### config.mk
export PLATFORM = sky130hd
export DESIGN_NAME = logic_op_arbiter
export DESIGN_NICKNAME = d
export VERILOG_FILES = /design/src/rtl/logic_op_arbiter.sv
export SDC_FILE = /design/constraint.sdc
export NUM_CORES = 1
export LEC_CHECK = 0
export BUFFER_PORTS_ARGS = -buffer_cell sky130_fd_sc_hd__buf_2
export CORE_UTILIZATION = 29
export DETAILED_ROUTE_END_ITERATION = 16
export PLACE_DENSITY = 0.66
export SETUP_SLACK_MARGIN = 0.15
export SYNTH_ARGS = -nofsm -noshare
export SYNTH_HDL_FRONTEND = slang
export SYNTH_SLANG_ARGS = --single-unit
### constraint.sdc
create_clock -name clk -period 2.55 [get_ports clk]
set_clock_uncertainty 0.2 [all_clocks]
set_input_delay 0.255 -clock clk [delete_from_list [all_inputs] [get_ports clk]]
set_output_delay 0.255 -clock clk [all_outputs]
set_load 0.01 [all_outputs]
### src/rtl/logic_op_arbiter.sv
// ---------------------------------------------------------------------------
// logic_op_arbiter
//
// Purpose:
//   Shares one registered bitwise logic unit among NREQ requesters. A
//   round-robin arbiter picks one valid requester per cycle whenever the
//   single-entry result register can take a new value. The accepted operation
//   is evaluated and registered together with the requester index.
//
// Handshake rule (both sides):
//   A transfer happens at a rising clock edge where valid and ready are both
//   1. A producer holds valid and its payload stable until the transfer.
//   Ready never depends on the same side's payload, only on valid and on
//   the arbiter state.
//
// Optional feature:
//   LOGIC_ARB_OPSEL_EN - when defined, req_op selects the operation
//   (00 AND, 01 OR, 10 XOR, 11 NAND). When undefined, the operation is
//   always AND and req_op is ignored. The port list is the same either way.
//
// Ports:
//   clk        in   1           rising-edge clock
//   rst_n      in   1           asynchronous active-low reset
//   req_valid  in   NREQ        per-requester valid
//   req_ready  out  NREQ        per-requester grant (one-hot or zero)
//   req_a      in   NREQ*WIDTH  operand a, requester i at [i*WIDTH +: WIDTH]
//   req_b      in   NREQ*WIDTH  operand b, same packing
//   req_op     in   NREQ*2      op code, requester i at [i*2 +: 2]
//   res_valid  out  1           result register holds an unconsumed result
//   res_ready  in   1           consumer accepts the result
//   res_data   out  WIDTH       registered result
//   res_id     out  IDW         index of the requester that produced res_data
// ---------------------------------------------------------------------------
module logic_op_arbiter #(
    parameter  int NREQ  = 4,
    parameter  int WIDTH = 8,
    localparam int IDW   = $clog2(NREQ)
) (
    input  logic                  clk,
    input  logic                  rst_n,
    input  logic [NREQ-1:0]       req_valid,
    output logic [NREQ-1:0]       req_ready,
    input  logic [NREQ*WIDTH-1:0] req_a,
    input  logic [NREQ*WIDTH-1:0] req_b,
    input  logic [NREQ*2-1:0]     req_op,
    output logic                  res_valid,
    input  logic                  res_ready,
    output logic [WIDTH-1:0]      res_data,
    output logic [IDW-1:0]        res_id
);

    // IDLE: result register empty. FULL: result register holds a result.
    typedef enum logic {
        IDLE = 1'b0,
        FULL = 1'b1
    } state_e;

    state_e             state_q,    state_d;
    logic [IDW-1:0]     ptr_q,      ptr_d;
    logic [WIDTH-1:0]   res_data_q, res_data_d;
    logic [IDW-1:0]     res_id_q,   res_id_d;

    logic               slot_free;
    logic               grant_found;
    logic [IDW-1:0]     grant_idx;
    logic               accept;
    logic [WIDTH-1:0]   a_sel;
    logic [WIDTH-1:0]   b_sel;
    logic [WIDTH-1:0]   op_result;

    // The result register can take a new value when it is empty or when the
    // current value is being consumed in this same cycle.
    assign slot_free = (state_q == IDLE) | res_ready;

    // Round-robin search: first valid requester at ptr, ptr+1, ... wrapping
    // modulo NREQ. ptr + k never exceeds 2*NREQ-2, so one subtraction wraps.
    always_comb begin
        int cand;
        cand        = 0;
        grant_found = 1'b0;
        grant_idx   = '0;
        for (int k = 0; k < NREQ; k++) begin
            cand = int'(ptr_q) + k;
            if (cand >= NREQ) begin
                cand = cand - NREQ;
            end
            if (!grant_found && req_valid[cand]) begin
                grant_found = 1'b1;
                grant_idx   = IDW'(cand);
            end
        end
    end

    // A grant implies the matching valid bit, so a grant is an acceptance.
    // rst_n gates the grant so no requester sees ready while reset is held.
    assign accept = rst_n & slot_free & grant_found;

    always_comb begin
        req_ready = '0;
        if (accept) begin
            req_ready[grant_idx] = 1'b1;
        end
    end

    assign a_sel = req_a[int'(grant_idx)*WIDTH +: WIDTH];
    assign b_sel = req_b[int'(grant_idx)*WIDTH +: WIDTH];

`ifdef LOGIC_ARB_OPSEL_EN
    logic [1:0] op_sel;
    assign op_sel = req_op[int'(grant_idx)*2 +: 2];

    always_comb begin
        op_result = a_sel & b_sel;
        case (op_sel)
            2'b00:   op_result = a_sel & b_sel;
            2'b01:   op_result = a_sel | b_sel;
            2'b10:   op_result = a_sel ^ b_sel;
            2'b11:   op_result = ~(a_sel & b_sel);
            default: op_result = a_sel & b_sel;
        endcase
    end
`else
    // Operation fixed to AND; req_op is intentionally left unconnected.
    logic unused_req_op;
    assign unused_req_op = ^req_op;
    assign op_result     = a_sel & b_sel;
`endif

    // Next-state and register update.
    always_comb begin
        state_d    = state_q;
        ptr_d      = ptr_q;
        res_data_d = res_data_q;
        res_id_d   = res_id_q;
        if (accept) begin
            // New result replaces any result consumed in this same cycle.
            state_d    = FULL;
            res_data_d = op_result;
            res_id_d   = grant_idx;
            ptr_d      = (grant_idx == IDW'(NREQ - 1)) ? '0 : grant_idx + IDW'(1);
        end else if ((state_q == FULL) && res_ready) begin
            // Consumed with nothing new: empty the slot, keep data and id.
            state_d = IDLE;
        end
    end

    always_ff @(posedge clk or negedge rst_n) begin
        if (!rst_n) begin
            state_q    <= IDLE;
            ptr_q      <= '0;
            res_data_q <= '0;
            res_id_q   <= '0;
        end else begin
            state_q    <= state_d;
            ptr_q      <= ptr_d;
            res_data_q <= res_data_d;
            res_id_q   <= res_id_d;
        end
    end

    assign res_valid = (state_q == FULL);
    assign res_data  = res_data_q;
    assign res_id    = res_id_q;

endmodule
Word level (Yosys, flattened, before mapping) --
Cells that the tools add are included.
Storage, ports and cells: register bits after elaboration 13, latch bits 0, bits in writable memories 0, memory bits (read-only) 0, bits of input ports 79, output and inout bits 15, logic and storage cells 69, memories 0
Operators by class: add/sub/neg operators 8, multiply operators 0, div/mod/pow operators 0, order comparisons 10, equal/unequal tests 1, shift-type cells 2, muxes and demuxes 30, bitwise operators 5, reduce and logical (&&, ||, !) cells 9
Operators by type and width (count):
- 32-bit by 4-bit < comparator with 1-bit output, second input constant | 4
- 32-bit two-way mux | 4
- 32-bit by 6-bit variable part select with 8-bit output | 2
- 1-bit two-way mux | 15
- 3-bit by 3-bit subtractor with 4-bit output, second input constant | 3
- 2-bit two-way mux | 5
- 3-bit >= comparator, second input constant | 3
- 8-bit bitwise AND | 1
- 1-bit binary-select mux with 2-bit select | 4
- 2-bit by 2-bit adder with 3-bit output, second input constant | 2
- 1-bit logical AND | 5
- 4-bit two-way mux | 1
- 2-bit by 3-bit subtractor with 4-bit output, second input constant | 1
- 2-bit by 1-bit adder with 3-bit output, second input constant | 1
- 2-bit by 3-bit >= comparator with 1-bit output, second input constant | 1
- 1-bit zero test | 3
- 2-bit by 3-bit < comparator with 1-bit output, second input constant | 1
- 2-bit by 1-bit adder with 2-bit output, second input constant | 1
- 1-bit bitwise AND | 2
- 1-bit demux with 2-bit select | 1
- 2-bit == test, second input constant | 1
- 2-bit by 1-bit >= comparator with 1-bit output, second input constant | 1
- 2-bit nonzero test | 1
- 1-bit inverter | 1
- 1-bit bitwise OR | 1

Logic depth before layout (Yosys ltp) --
Gate-level depths: netlist of run 1.
word-level depth 20, mapped depth 7, gate-level depth less buffers 6

Worst setup path after synthesis of run 1 --
OpenSTA, ideal clock, no wires.
path kind register to register, start point register ptr_q[1], end point register ptr_q[1], library setup time 125 ps, arrival 1788 ps, data required time 2225 ps, path slack 437 ps, cell stages (with the launch flop) 8, path buffers 2, period minus slack after synthesis 2113 ps, path through dfrtp_1 -> buf_6 -> or3b_1 -> o221ai_2 -> inv_4 -> buf_6 -> ha_1 -> mux2_2
Between the ends: longest elaborated chain between the ends 17, elaborated cells on any way between the ends 45, those cells by class 8 x add/sub; 4 x order compare; 1 x eq/ne; 25 x mux; 1 x bitwise; 6 x reduce/logical
Ends and longest elaborated chain:
- start, declared | line 59 | logic [IDW-1:0] ptr_q, ptr_d;
- start signal, assigned | line 155 | ptr_q <= ptr_d;
- parallel branches: the longest is 14 deep, another holds 3-bit by 3-bit subtractor with 4-bit output
- 2-bit two-way mux * | line 87 | if (!grant_found && req_valid[cand]) begin
- via grant_idx[0] | line 65 | logic [IDW-1:0] grant_idx;
- 2-bit by 1-bit adder with 2-bit output or 2-bit == test (tied branches) | line 140 | ptr_d = (grant_idx == IDW'(NREQ - 1)) ? '0 : grant_idx + IDW'(1);
- 2-bit two-way mux * | line 140
Mark *: on every way through the listed nets, which the timed path passes. The select of a mux whose other input is x is not followed. A chain may end at the register's enable or synchronous reset.

Worst setup path after layout of run 1 --
start point register ptr_q[1], end point output req_ready[3]
Between the ends: longest elaborated chain between the ends 20, elaborated cells on any way between the ends 48, those cells by class 7 x add/sub; 6 x order compare; 27 x mux; 1 x bitwise; 7 x reduce/logical
Ends and longest elaborated chain:
- parallel branches: the longest is 19 deep, another holds 3-bit by 3-bit subtractor with 4-bit output
- 4-bit two-way mux * | line 100 | if (accept) begin
- end, declared | line 42 | output logic [NREQ-1:0] req_ready,
Every way passes the cells marked *. The select of a mux whose other input is x is not followed.

==> results of run 1 <==
-- worst reg2reg max path, cell delays in order (launching register included) --
cell and delay [ps]:
dfrtp_2 450, mux2_4 330, o221ai_4 260, clkinv_4 110, buf_4 180, a311oi_1 330, nor3_1 90
-- layout make-up --
type | instances | area (um2)
tap | 46 | 57.56
clock buffer | 4 | 26.28
sequential | 13 | 327.8
fill | 374 | 1760
timing repair buffer | 97 | 520.5
inverter | 9 | 38.79
multi-input combinational | 81 | 631.9
-- per-layer routing --
layer  global-route usage [%]  routed length, um
met5                        0                  0
met4                    5.714                 22
met3                    3.361                209
met2                    31.80               1583
met1                    22.11               1368
-- placed cells by master, fill, tap and decap left out, drive strengths merged --
| master | count |
|---|---|
| a21boi | 1 |
| a21o | 2 |
| a21oi | 4 |
| a22oi | 1 |
| a311oi | 16 |
| and2 | 4 |
| and3 | 16 |
| buf | 95 |
| clkbuf | 4 |
| clkinv | 1 |
| dfrtp | 13 |
| dlygate4sd3 | 2 |
| ha | 4 |
| inv | 8 |
| mux2 | 2 |
| nand4b | 1 |
| nor2 | 9 |
| nor3 | 9 |
| nor3b | 1 |
| o21ai | 3 |
| o221ai | 2 |
| o22ai | 2 |
| o31ai | 2 |
| o41ai | 1 |
| or3b | 1 |
-- registers in the layout, indices dropped and copies added, names as in the netlist --
signal	flops
res_data	8
res_id	2
ptr_q	2
res_valid	1
-- path summary, 6_finish.rpt --
check                                 startpoint                 endpoint  slack [ps]  cells after the start
setup / recovery            ptr_q[1]$_DFFE_PN0P_             req_ready[3]         240                      6
hold / removal                      req_valid[2]    res_valid$_DFFE_PN0P_         120                      3
setup reg to reg            ptr_q[1]$_DFFE_PN0P_  res_data[1]$_DFFE_PN0P_         490                      6
hold reg to reg            res_id[0]$_DFFE_PN0P_    res_id[0]$_DFFE_PN0P_         280                      1
max in group asynchronous                  rst_n     ptr_q[1]$_DFFE_PN0P_        1710                      3
min in group asynchronous                  rst_n     ptr_q[0]$_DFFE_PN0P_         270                      3
-- Yosys cell counts, drive strengths merged --
cell type	number
o21ai	3
dfrtp	13
ha	4
o22ai	2
a311oi	16
clkbuf	1
a21o	2
or3b	1
a21boi	1
and3	16
mux2	2
nor3	9
buf	4
a21oi	4
and2	4
nand4b	1
nor2	9
nor3b	1
o221ai	2
inv	9
o31ai	2
o41ai	1
a22oi	1
-- power groups by stage --
stage	Clock [W]	Sequential, W	Combinational [W]
floorplan	0	0.000363	0.000320
global placement	0	0.000355	0.000495
detailed placement	0	0.000359	0.000501
CTS	0.000129	0.000345	0.000550
global route	0.000144	0.000361	0.000644
finish	0.000124	0.000345	0.000580
-- stage by stage --
stage                     worst slack, ps  util [%]  std cells
after floorplan                     437.1         -        108
after global placement              281.7     44.46        238
after detailed placement            270.8     44.46        238
after CTS                           161.1     46.65        246
after global routing                121.2     47.66        250
final                               235.6     47.66        250
-- logic make-up (layout without fill, tap and decap cells) --
group | count (synthesis) | in the layout | synth area share, %
flip-flops | 13 | 13 | 31.55
adder cells (fa/ha/maj) | 4 | 4 | 4.855
AND/OR/NAND/NOR | 41 | 41 | 24.03
AO/OA/AOI/OAI | 34 | 34 | 28.76
multiplexers | 2 | 2 | 2.548
buffers and inverters | 14 | 110 | 8.252
-- what timing repair did --
action	CTS	global route
endpoints found under the hold margin	14	0
endpoints found under the setup margin	2	2
gates resized for setup	2	4
hold buffers	2	0
setup buffers	2	4
pin swaps	0	1
==> results by group, run 1 <==
Pwr
  – Flop pwr share: 32.9%
  – Internal: 0.0006285 W
  – Switching share of power: 40.11%
  – Pwr dens: 654.8 mW/mm2
  – Switch Pwr: 0.0004210 W
  – Comb power frac: 55.3%
  – Clock share of power: 11.8%
  – Tot Pwr: 0.001049 W
  – Worst vdd ir: 307.9 uV
  – Pleak: 0.8407 nW

Floorplanning
  – Die width: 61.63 um
  – Full die area: 0.003798 mm2
  – I/O pins: 94
  – Initial Util: 30.65%
  – Core Box Area: 0.003363 mm2
  – FP Rows: 21
  – Die Y: 61.63 um

Clock tree
  – H-tree depth: 1
  – CTS tree: yes
  – Clock Latency Late Sink: 270 ps
  – Clock Tree Root: clkbuf_4
  – Number of CTS-inserted buffers: 3
  – Clk sinks: 13
  – Clock buffer depth: 2
  – Clock slew seen by the registers of the worst setup and hold paths: 80 ps

Outcome
  – Status: complete, no violations

Timing
  – Crit path time final: 2314 ps
  – Worst-Margin Slew: 557.0 ps
  – Pins Over Slew Limit: 0
  – Worst slew margin: 62.86%
  – RSZ-0062 raised after global routing: true
  – Hold_ws: 124.9 ps
  – Setup TNS Final: 0 ps
  – Final Hold Fails: 0
  – FMAX: 432.1 MHz
  – Final setup viols: 0
  – Final period util: 90.76%

Setup path
  – CP Launch Type: flop
  – Worst-path cell chain: mux2_4, o221ai_4, clkinv_4, ha_1, and2_1, buf_2
  – Delay-heaviest family, CP: flip-flops
  – WP data required: 2100 ps
  – Crit path buffers/inverters: 2
  – Critical path type: flop to output pin
  – CP endpoint kind: output pin
  – Max FO, Critical Path: 6
  – CP max stage delay: 450 ps
  – Slowest-stage cell, CP: dfrtp_2
  – Crit path DAT: 1860 ps

Synth
  – Register area share after synthesis: 31.55%
  – Synth top area cells: dfrtp_1, a311oi_1, and3_2, ha_1, buf_6
  – Syn Inst Count: 108
  – Syn_nets: 191
  – Mean Syn Cell Area: 9.546 um2
  – Synth area leader: dfrtp_1
  – #FFs+latches synth: 13
  – Post-synth top area share: 31.55%
  – Post-Syn Area: 0.001031 mm2
  – Synth unique cells: 31
  – Synth warn: 0

GRT
  – Initial antenna violation count: 0
  – Global-route usage over all layers: 18.03%
  – First-pass GRT wire length: 4995 um
  – Vias in the first global route: 1,162
  – Grt ovf: 0
  – Largest net degree at the start of global routing: 19

Route
  – Detail Route Antenna Nets: 0
  – Drt total wl: 3183 um
  – WL per Instance: 12.73 um
  – Iteration count of the initial detailed-routing pass: 4
  – Drc violations: 0
  – Initial DRC Count: 16
  – DR vias/cell: 4.940
  – Via count: 1,235

Finish
  – Layout cell share with drive strength beyond 1: 59.31%
  – Post-route cell area: 0.001603 mm2
  – Inserted Diodes: 0
  – Synthesis-to-layout area growth: 55.46%
  – Fin nets: 288

Place
  – Post-placement cell area: 0.001495 mm2
  – Number of buffers added on ports: 85
  – HPWL Detailed: 2528 um
  – Routability cong.: 0.7538

Run
  – Max_cap viols: 0

Worst hold path
  – HP Class: primary input to flop
(Power assumes the default switching activity.)
==> run 2: changes to the inputs <==
--- a/config.mk
+++ b/config.mk
@@ -6,6 +6,7 @@
 export NUM_CORES = 1
 export LEC_CHECK = 0
 export BUFFER_PORTS_ARGS = -buffer_cell sky130_fd_sc_hd__buf_2
+export CORE_ASPECT_RATIO = 0.9
 export CORE_UTILIZATION = 29
 export DETAILED_ROUTE_END_ITERATION = 16
 export PLACE_DENSITY = 0.66
==> run 2 against run 1 <==
Effect of this change:
- die area hardly changed
- worst setup slack worse by 6.2 ps
- first-iteration DRC count is 56% higher
- count of clock-buffer cells in the layout stayed put
- cell count is 2.4% lower
- critical path depth stayed put
- sequential share of layout area is 0.25 points higher
- highest routed layer unchanged
- flip-flop and latch count stayed put
- via count is 2.8% lower
- clock power is 51% higher
- largest cell class unchanged
- hold slack worse by 120 ps
- routed wire length is 6.3% lower
==> results by group, run 2 (synthesis results as in run 1) <==
Finish
  – Fin nets: 284
  – Most frequent cells in the layout: buf_2, a311oi_1, dfrtp_1, and3_2, nor2_1
  – Commonest non-fill, non-tap cell in the layout: buf_2
  – Layout cell share with drive strength beyond 1: 58.50%
  – # fillers: 354
  – Synthesis-to-layout area growth: 53.03%
  – Inserted Diodes: 0
  – Largest register FFs: 8
  – Final Non-Filler Cells: 244

Place
  – Routability cong.: 0.7957
  – Pre-CTS setup slack: 300.8 ps
  – HPWL Detailed: 2336 um
  – Number of buffers added on ports: 85
  – Post-Place Cells: 236

Clock tree
  – Clock Tree Root: clkbuf_8
  – Clk sinks: 13
  – Clock slew seen by the registers of the worst setup and hold paths: 60 ps
  – CTS tree: yes
  – Clock Latency Late Sink: 240 ps
  – Clock buffer depth: 2
  – H-tree depth: 1
  – Number of CTS-inserted buffers: 3

Route
  – WL per Instance: 12.22 um
  – Iteration count of the initial detailed-routing pass: 4
  – Initial DRC Count: 25
  – Drt total wl: 2982 um
  – Drc violations: 0
  – Detail Route Antenna Nets: 0
  – Via count: 1,201
  – DR vias/cell: 4.922

Timing
  – RSZ-0062 raised after global routing: false
  – Final setup viols: 0
  – FMAX: 430.9 MHz
  – Worst setup margin: 229.4 ps
  – Final Hold Fails: 0
  – Setup TNS Final: 0 ps
  – Final period util: 91.01%
  – Worst slew margin: 64.68%
  – Worst-Margin Slew: 529.8 ps
  – Pins Over Slew Limit: 0
  – Crit path time final: 2321 ps

Floorplanning
  – Die width: 64.85 um
  – Core Box Area: 0.003378 mm2
  – FP Rows: 20
  – Die Y: 58.57 um
  – Initial Util: 30.52%
  – I/O pins: 94
  – Full die area: 0.003798 mm2

GRT
  – Largest net degree at the start of global routing: 19
  – Initial antenna violation count: 0
  – Vias in the first global route: 1,094
  – Global-route usage over all layers: 16.64%
  – First-pass GRT wire length: 4761 um
  – Grt ovf: 0

Setup path
  – Slack of the worst reg-to-reg path: 360 ps
  – Critical path type: flop to output pin
  – WP data required: 2100 ps
  – CP Launch Type: flop
  – Max FO, Critical Path: 11
  – CP endpoint kind: output pin
  – Crit path DAT: 1870 ps

Run
  – Max_cap viols: 0

Pwr
  – Pleak: 0.8295 nW
  – Pwr dens: 670.4 mW/mm2
  – Worst vdd ir: 239.7 uV

Outcome
  – Status: complete, no violations

Worst hold path
  – HP Class: primary input to flop
run 2: path summary, 6_finish.rpt:
check                                      start                 endpoint  depth (start not counted)
setup / recovery            ptr_q[1]$_DFFE_PN0P_             req_ready[3]                          6
hold / removal                         res_ready    res_valid$_DFFE_PN0P_                          2
max in group asynchronous                  rst_n     ptr_q[1]$_DFFE_PN0P_                          3
setup reg to reg            ptr_q[1]$_DFFE_PN0P_  res_data[4]$_DFFE_PN0P_                          6
min in group asynchronous                  rst_n    res_id[0]$_DFFE_PN0P_                          3
hold reg to reg            res_id[0]$_DFFE_PN0P_    res_id[0]$_DFFE_PN0P_                          1
run 2: power breakdown:
part	leakage [nW]	total [W]	internal [W]	switching, W
sequential	0.151	0.000348	0.000284	0.0000633
combinational	0.656	0.000524	0.000253	0.000271
clock	0.0228	0.000187	0.000111	0.0000760
total	0.830	0.00106	0.000648	0.000410
run 2: what timing repair did:
action                                  4_1_cts  5_1_grt
endpoints found under the setup margin        4        4
resized for setup                             2        1
cloned                                        0        0
buffers inserted                              0        3
hold buffers                                  1        0
endpoints found under the hold margin        13        0
run 2: worst max-delay path: stages (launching register included):
cell	delay, ps
dfrtp_2	480
mux2_4	330
o221ai_2	260
clkinv_4	100
ha_1	200
and2_1	130
buf_2	130
run 2: layer usage:
layer / routed length, um / vias to the layer above / track usage [%]
met5: 0 / - / 0
met3: 205 / 5 / 2.713
met2: 1393 / 60 / 28.57
met4: 55 / 0 / 9.524
li1: - / 608 / -
met1: 1328 / 528 / 19.76
run 2: cell type report:
cell class,instances,area (um2),area share (%)
Timing Repair Buffer,93,491.7,31.17
Clock buffer,4,45.04,2.855
Inverter,9,38.79,2.458
Tap cell,44,55.05,3.489
Sequential cell,13,326.6,20.70
Multi-Input combinational cell,81,620.6,39.33
run 2: per-stage QoR:
| step | instance area (um2) | power (W) | hold WS (ps) | util, % |
|---|---|---|---|---|
| after global routing | 1578 | 0.001146 | 19.60 | 46.70 |
| final | 1578 | 0.001058 | 5.403 | 46.70 |
| after global placement | 1493 | 0.0008492 | 11.61 | 44.19 |
| after CTS | 1553 | 0.001051 | 8.077 | 45.96 |
| after floorplan | 1031 | 0.0006826 | -240.6 | - |
| after detailed placement | 1493 | 0.0008533 | 16.12 | 44.19 |
